### src/rtl/sort_frame_sink_if.sv
// Handshake bundle between the pipeline sorter, this frame sink and the
// downstream consumer.
//   sort_val / sort_data / sort_rdy           : upstream word handshake
//   out_val / out_data / out_last / out_rdy   : downstream word handshake
// Modports:
//   slave  - the sink (takes sorter words, drives downstream words)
//   master - the surrounding environment (sorter + downstream consumer)
interface sort_frame_sink_if #(
  parameter int DATA_WIDTH = 8
);
  logic                  sort_val;
  logic [DATA_WIDTH-1:0] sort_data;
  logic                  sort_rdy;
  logic                  out_val;
  logic [DATA_WIDTH-1:0] out_data;
  logic                  out_last;
  logic                  out_rdy;

  modport slave (
    input  sort_val, sort_data, out_rdy,
    output sort_rdy, out_val, out_data, out_last
  );

  modport master (
    output sort_val, sort_data, out_rdy,
    input  sort_rdy, out_val, out_data, out_last
  );
endinterface

### src/rtl/sort_frame_sink.sv
// Sorter output sink: accepts fixed-length frames of sorted words, buffers
// them in a small FIFO and forwards them downstream with a last-word marker.
// Each frame is checked at accept time for monotonic order (non-decreasing,
// or non-increasing when DESCENDING = 1); a per-frame status pulse and a
// saturating bad-frame counter are reported.
// Ports:
//   clk, rst   : clock, synchronous active-high reset
//   bus        : sort_val/sort_data/sort_rdy in, out_val/out_data/out_last/out_rdy out
//   frame_done : one-cycle pulse after a frame's last word is accepted
//   frame_err  : order violation seen in that frame (valid with frame_done)
//   err_count  : number of bad frames, saturating at 16'hFFFF
module sort_frame_sink #(
  parameter int DATA_WIDTH = 8,
  parameter int FRAME_LEN  = 8,
  parameter int FIFO_DEPTH = 4,
  parameter int DESCENDING = 0
) (
  input  logic                clk,
  input  logic                rst,
  sort_frame_sink_if.slave    bus,
  output logic                frame_done,
  output logic                frame_err,
  output logic [15:0]         err_count
);

  localparam int IW = (FRAME_LEN > 2) ? $clog2(FRAME_LEN) : 1;
  localparam int PW = (FIFO_DEPTH > 2) ? $clog2(FIFO_DEPTH) : 1;

  localparam logic [IW-1:0] LAST_IDX = IW'(FRAME_LEN - 1);
  localparam logic [PW:0]   FULL_CNT = (PW + 1)'(FIFO_DEPTH);

  localparam logic [0:0] IDLE    = 1'b0;
  localparam logic [0:0] COLLECT = 1'b1;

  logic [0:0]            state;
  logic [IW-1:0]         idx;
  logic [DATA_WIDTH-1:0] prev;
  logic                  sticky;

  logic [DATA_WIDTH:0]   mem [FIFO_DEPTH];
  logic [PW-1:0]         wr_ptr;
  logic [PW-1:0]         rd_ptr;
  logic [PW:0]           count;

  logic accept;
  logic pop;
  logic viol;
  logic last_word;
  logic frame_bad;

  // Ready is forced low while reset is asserted so nothing is taken before
  // the FIFO state is known.
  assign bus.sort_rdy = !rst && (count != FULL_CNT);
  assign bus.out_val  = (count != '0);
  assign bus.out_data = mem[rd_ptr][DATA_WIDTH-1:0];
  assign bus.out_last = bus.out_val && mem[rd_ptr][DATA_WIDTH];

  assign accept    = bus.sort_val && bus.sort_rdy;
  assign pop       = bus.out_val && bus.out_rdy;
  assign viol      = (DESCENDING != 0) ? (bus.sort_data > prev)
                                       : (bus.sort_data < prev);
  assign last_word = (state == COLLECT) && (idx == LAST_IDX);
  assign frame_bad = sticky || viol;

  // Frame order checker
  always_ff @(posedge clk) begin
    if (rst) begin
      state      <= IDLE;
      idx        <= '0;
      prev       <= '0;
      sticky     <= 1'b0;
      frame_done <= 1'b0;
      frame_err  <= 1'b0;
      err_count  <= '0;
    end else begin
      frame_done <= 1'b0;
      frame_err  <= 1'b0;
      if (accept) begin
        prev <= bus.sort_data;
        if (state == IDLE) begin
          sticky <= 1'b0;
          idx    <= IW'(1);
          state  <= COLLECT;
        end else begin
          sticky <= frame_bad;
          if (last_word) begin
            idx        <= '0;
            state      <= IDLE;
            frame_done <= 1'b1;
            frame_err  <= frame_bad;
            if (frame_bad && (err_count != '1))
              err_count <= err_count + 16'd1;
          end else begin
            idx <= idx + IW'(1);
          end
        end
      end
    end
  end

  // FIFO storage carries no reset; validity is tracked by count alone.
  always_ff @(posedge clk) begin
    if (accept)
      mem[wr_ptr] <= {last_word, bus.sort_data};
  end

  always_ff @(posedge clk) begin
    if (rst) begin
      wr_ptr <= '0;
      rd_ptr <= '0;
      count  <= '0;
    end else begin
      if (accept) wr_ptr <= wr_ptr + PW'(1);
      if (pop)    rd_ptr <= rd_ptr + PW'(1);
      if (accept && !pop)
        count <= count + (PW + 1)'(1);
      else if (pop && !accept)
        count <= count - (PW + 1)'(1);
    end
  end

endmodule

### src/flat_wrapper.sv
// flat-port wrapper written by rule: the top's interface ports become plain ports
module sort_frame_sink_flat 
#(
  parameter int DATA_WIDTH = 8,
  parameter int FRAME_LEN  = 8,
  parameter int FIFO_DEPTH = 4,
  parameter int DESCENDING = 0
)
  (clk, rst, frame_done, frame_err, err_count, bus_sort_val, bus_sort_data, bus_out_rdy, bus_sort_rdy, bus_out_val, bus_out_data, bus_out_last);
  sort_frame_sink_if #(.DATA_WIDTH(DATA_WIDTH)) bus_i ();
  input  logic clk;
  input  logic rst;
  output logic frame_done;
  output logic frame_err;
  output logic [15:0] err_count;
  input wire logic [$bits(bus_i.sort_val)-1:0] bus_sort_val;
  input wire logic [$bits(bus_i.sort_data)-1:0] bus_sort_data;
  input wire logic [$bits(bus_i.out_rdy)-1:0] bus_out_rdy;
  output wire logic [$bits(bus_i.sort_rdy)-1:0] bus_sort_rdy;
  output wire logic [$bits(bus_i.out_val)-1:0] bus_out_val;
  output wire logic [$bits(bus_i.out_data)-1:0] bus_out_data;
  output wire logic [$bits(bus_i.out_last)-1:0] bus_out_last;
  assign bus_i.sort_val = bus_sort_val;
  assign bus_i.sort_data = bus_sort_data;
  assign bus_i.out_rdy = bus_out_rdy;
  assign bus_sort_rdy = bus_i.sort_rdy;
  assign bus_out_val = bus_i.out_val;
  assign bus_out_data = bus_i.out_data;
  assign bus_out_last = bus_i.out_last;
  sort_frame_sink #(.DATA_WIDTH(DATA_WIDTH), .FRAME_LEN(FRAME_LEN), .FIFO_DEPTH(FIFO_DEPTH), .DESCENDING(DESCENDING)) u_core (.clk(clk), .rst(rst), .bus(bus_i), .frame_done(frame_done), .frame_err(frame_err), .err_count(err_count));
endmodule
### config.mk
export PLATFORM = sky130hd
export DESIGN_NAME = sort_frame_sink_flat
export DESIGN_NICKNAME = d
export VERILOG_FILES = /design/src/rtl/sort_frame_sink_if.sv /design/src/rtl/sort_frame_sink.sv /design/src/flat_wrapper.sv
export SDC_FILE = /design/constraint.sdc
export NUM_CORES = 1
export LEC_CHECK = 0
export ABC_CLOCK_PERIOD_IN_PS = 2650
export CAP_MARGIN = 20
export CORE_MARGIN = 5
export CORE_UTILIZATION = 50
export DETAILED_ROUTE_END_ITERATION = 6
export PLACE_DENSITY = 0.8
export SYNTH_ARGS = -nofsm -noshare
export SYNTH_HDL_FRONTEND = slang
export SYNTH_SLANG_ARGS = --single-unit
### constraint.sdc
create_clock -name clk -period 2.65 [get_ports clk]
set_clock_uncertainty 0.1 [all_clocks]
set_input_delay 0.3975 -clock clk [delete_from_list [all_inputs] [get_ports clk]]
set_output_delay 0.3975 -clock clk [all_outputs]
set_load 0.02 [all_outputs]
* After elaboration in Yosys (flattened, before gate mapping)
Memory sizes are Yosys's and may differ from the RTL's. A register that Yosys moved wholly into a read port is not among the register bits.
Cells that the tools add are included.
** Word-level totals
- Register bits after elaboration :: 38
- Logic and storage cells :: 53
- Memory bits (writable) :: 36
- Memories :: 1
- ROM bits :: 0
- Output and inout port bits :: 29
- Input port bits :: 12
- Latch bits :: 0
** Cells by class
- Bitwise operators :: 3
- Mux-type cells :: 12
- Shifts and indexed selects :: 0
- Add/sub/neg operators :: 6
- Divide/modulo/power cells :: 0
- $mul :: 0
- $lt $le $gt $ge :: 1
- Equal/unequal tests :: 3
- Reduce and logical (&&, ||, !) cells :: 17
** Memories
- u_core.mem :: depth 4, width 9, rd ports 1, clocked after memory_dff 1, wr ports 1, line sort_frame_sink.sv:40 : logic [DATA_WIDTH:0] mem [FIFO_DEPTH];
** Operator list (count)
- 16-bit by 1-bit adder with 16-bit output, second input constant :: 1
- 16-bit != test, second input constant :: 1
- 3-bit two-way mux :: 4
- 1-bit logical AND :: 8
- 8-bit less-than comparator :: 1
- 3-bit by 1-bit adder with 3-bit output, second input constant :: 2
- 1-bit two-way mux :: 6
- 2-bit by 1-bit adder with 2-bit output, second input constant :: 2
- 2-bit two-way mux :: 2
- 4-bit AND reduction :: 1
- 4-bit OR reduction :: 1
- 3-bit == test, second input constant :: 1
- 1-bit logical NOT :: 3
- 3-bit != test, second input constant :: 1
- 1-bit NOT :: 3
- 3-bit nonzero test :: 1
- 3-bit OR reduction :: 1
- 3-bit by 1-bit subtractor with 3-bit output, second input constant :: 1
- 2-bit nonzero test :: 1
- 1-bit logical OR :: 1

* Depth between registers and ports, before layout
- Word-level depth :: 7
- Mapped depth :: 12
- Depth with buffers taken out :: 10

* Least setup slack after synthesis
Ideal clock, no wire load.
- Path kind :: input -> register
- Start :: input port rst
- End :: register u_core.count[2]
- Buffers on the path :: 3
- Path slack :: -291 ps
- Cell stages on the path :: 12
- Data arrival time :: 2770 ps
- Library setup time :: 71 ps
- Required time :: 2479 ps
- Path through :: buf_4 -> nor2_1 -> nand2_1 -> inv_1 -> clkbuf_1 -> buf_2 -> ha_1 -> inv_1 -> fa_1 -> xor2_1 -> or3_1 -> a21oi_1
** Between the ends
- Longest elaborated chain between the ends :: 6
- Elaborated cells on any way between the ends :: 8
- Those cells by class :: mux: 1; reduce/logical: 7
** RTL lines
- start, declared :: line flat_wrapper.sv:12 : input logic rst;
- 1-bit logical NOT (*) :: line sort_frame_sink.sv:53 : assign bus.sort_rdy = !rst && (count != FULL_CNT);
- 1-bit logical AND (*) :: line sort_frame_sink.sv:53
- named net bus_sort_rdy :: line flat_wrapper.sv:19 : output wire logic [$bits(bus_i.sort_rdy)-1:0] bus_sort_rdy;
- 1-bit logical AND (*) :: line sort_frame_sink.sv:58 : assign accept = bus.sort_val && bus.sort_rdy;
- named net u_core.accept :: line sort_frame_sink.sv:45 : logic accept;
- 1-bit logical NOT :: line sort_frame_sink.sv:117 : else if (pop && !accept)
- 1-bit logical AND :: line sort_frame_sink.sv:117
- 2-bit nonzero test (no source line)
- end signal, assigned :: line sort_frame_sink.sv:116 : count <= count + (PW + 1)'(1);
- end signal, assigned :: line sort_frame_sink.sv:118 : count <= count - (PW + 1)'(1);
- end, declared :: line sort_frame_sink.sv:43 : logic [PW:0] count;
Mark *: on every way through the listed nets, which the timed path passes. The rest lies on a longest branch.
A chain may end at the register's enable or synchronous reset.

==> flow_summary.yaml <==
synth:
  yosysWarningCount: 0
  syn_area_um2: 3360
  ys_types: 47
  synth_top_flop_cell: "dfxtp_1"
  synth_edf_count: 36
  synthArstFlopShare_pct: 0
  synth_seq_area_share_pct: 56.0
  synth_area_per_cell_um2: 12.2
  syn_inst: 275
  synth_fp_nets: 303
  ys_ff_latch: 76
sta:
  slew_violations: 0
  fmax_mhz: 398
  worst_slack_ns: 0.139
  fin_crit_ns: 2.51
  rsz0062_at_grt: "false"
  setup_viol: 0
  hold_slack_ns: 0.364
  tightest_slew_ns: 0.505
  finalSetupTns_ns: 0
  finalCritPeriodShare_pct: 94.7
  slew_headroom_pct: 66.4
  hold_viol_final: 0
setup_path:
  r2r_start: "u_core.idx[0]$_SDFFE_PP0P_"
  endpoint_kind: "output pin"
  critPathKind: "reg -> out"
  r2r_cells: 8
  arrival_ns: 2.01
  r2r-end: "u_core.err_count[5]$_SDFFE_PP0P_"
  cp_max_fo: 8
  regToRegSetupSlack_ns: 0.20
  start_kind: "register"
  required_ns: 2.15
global_routing:
  antenna_found_initial: 0
  grt_max_degree: 29
  grt_pass1_wl_mm: 11.3
  grt_pass1_vias: 2300
  track_usage_pct: 17.0
  gr-total-overflow: 0
power:
  p_switching_mw: 0.857
  power_frac_seq_pct: 44.5
  pwr-share-comb_pct: 24.1
  p_int_mw: 2.24
  ir_drop_uv: 337
  p_clk_share_pct: 31.4
  leakage_nw: 1.52
  swShare_pct: 27.7
  powerDensity_nw_per_um2: 732
  finalPower_mw: 3.10
drt:
  firstDrtPassIters: 5
  vias_per_cell: 5.51
  route.detailed.drc: 0
  drtAntennaViolNets: 0
  route.vias.total: 2320
  drt_iter0_drc: 104
  wl_per_cell_um: 16.0
  routed_wl_mm: 6.73
die:
  initial_core_util_pct: 52.0
  io_pins: 41
  rows: 29
  chipHeight_um: 92.0
  die_w_um: 92.0
  core_um2: 6460
  die_area_um2: 8460
placed_design:
  hpwl_mm: 4.72
  place_ws_ns: -0.265
  place_congestion: 0.796
  placedInstanceArea_um2: 3980
  portBuffers: 40
  dp.cells: 403
job:
  maxCapViolCount: 0
clocking:
  root_buffer: "clkbuf_8"
  cts_tree: "yes"
  cts_inserted_buffers: 9
  cts_hold_buf: 0
  cts_buffer_depth: 2
  path_clk_slew_ns: 0.08
  cts_max_level: 3
  clock_latency_ns: 0.35
  numClockSinks: 76
cells_and_area:
  final_area_um2: 4230
  post-route-util_pct: 65.6
  fin_nets: 367
  diodes: 0
  instances_no_fill: 421
  layout-drive-gt1-share_pct: 18.3
  syn_to_final_growth_pct: 26.0
hold_path:
  hp-class: "reg -> reg"
  worstHoldPathCells: 2
  hold_end: "u_core.idx[2]$_SDFFE_PP0P_"
  hp-start: "u_core.idx[2]$_SDFFE_PP0P_"
status:
  outcome: "complete, no violations"
power by group through the flow:
stage,sequential (mW),clock (mW),combinational [mW]
finish,1.38,0.974,0.747
global route,1.39,1.04,0.820
global placement,1.40,0,0.735
CTS,1.38,0.989,0.758
floorplan,1.39,0,0.483
detailed placement,1.40,0,0.754
state kept, by name, indices dropped and copies added, names as in the netlist, named ones only:
register	cells
u_core.mem	36
u_core.err_count	16
u_core.prev	8
u_core.count	3
u_core.idx	3
u_core.rd_ptr	2
u_core.wr_ptr	2
u_core.frame_done	1
u_core.frame_err	1
u_core.state	1
u_core.sticky	1
per-layer routing:
| metal | routed length, um | GRT usage, % | vias to the layer above |
|---|---|---|---|
| met4 | 42 | 7.43 | 0 |
| met1 | 2990 | 21.5 | 1105 |
| met2 | 3410 | 28.1 | 45 |
| met5 | 0 | 0 | - |
| met3 | 289 | 4.01 | 5 |
| li1 | - | - | 1165 |
placed cells by master (no fill, tap or decap), types with 12 or more instances in the layout:
master,count
a21oi_1,14
buf_4,24
clkdlybuf4s50_1,40
dfxtp_1,40
edfxtp_1,36
ha_1,15
inv_1,15
nand2_1,20
nor2_1,15
o31ai_1,12
worst max-delay path: stages (launching register included):
cell and delay [ns]:
dfxtp_1 0.35, buf_4 0.21, mux4_2 0.53, clkdlybuf4s50_1 0.57
cell type report:
type                    count  area (um2)
clock buffers               9         124
multi-input cells         172        1380
fillers                   501        2220
flip-flops and latches     76        1880
well taps                  77        96.3
clock inverters             7         100
repair buffers             65         601
inverters                  15        56.3
how the worst max path moves through the flow:
| stage | from | to | slack [ns] | depth (start not counted) |
|---|---|---|---|---|
| after floorplan | u_core.count[0]$_SDFFE_PP0P_ | u_core.count[2]$_SDFFE_PP0P_ | 0.03 | 12 |
| after global placement | bus_sort_data[7] | u_core.err_count[6]$_SDFFE_PP0P_ | -0.19 | 8 |
| after detailed placement | bus_sort_data[7] | u_core.err_count[6]$_SDFFE_PP0P_ | -0.27 | 8 |
| after CTS | bus_sort_data[7] | u_core.err_count[5]$_SDFFE_PP0P_ | 0.08 | 8 |
| after global routing | bus_sort_data[7] | u_core.err_count[5]$_SDFFE_PP0P_ | 0.05 | 9 |
| final | register | bus_out_data[2] | 0.14 | 3 |
timing repair:
action | in CTS | in global routing
gates resized for setup | 0 | 1
setup buffers | 0 | 2
setup endpoints to repair | 0 | 11
cell families (layout without fill, tap and decap cells):
group	Yosys count	in the layout	synth area share [%]
buf+inv	27	96	3.46
fa+ha+maj	16	16	6.18
xor+xnor	5	5	1.30
flops	76	76	56.0
mux	14	14	7.67
compound gates	50	50	10.7
simple gates	87	87	14.7
Yosys cell counts, types with 2 or more instances:
cell	number	area, um2
a21oi_1	14	70.1
and2_1	5	31.3
and3_1	2	12.5
buf_2	3	15.0
clkbuf_1	7	26.3
dfxtp_1	40	801
edfxtp_1	36	1080
ha_1	15	188
inv_1	15	56.3
mux2_2	4	45.0
mux4_2	9	203
nand2_1	20	75.1
nand3_1	6	30.0
nand3b_1	2	15.0
nand4_1	4	25.0
nand4b_1	2	17.5
nor2_1	16	60.1
nor2b_1	5	31.3
nor3_1	2	10.0
nor3b_1	2	15.0
nor4_1	4	25.0
o21a_1	2	15.0
o21ai_0	10	50.1
o311ai_0	3	26.3
o31ai_1	12	90.1
o41ai_1	3	26.3
or3_1	6	37.5
or4_1	4	30.0
xor2_1	4	35.0
Note: power is estimated with default switching activity, not from simulation.
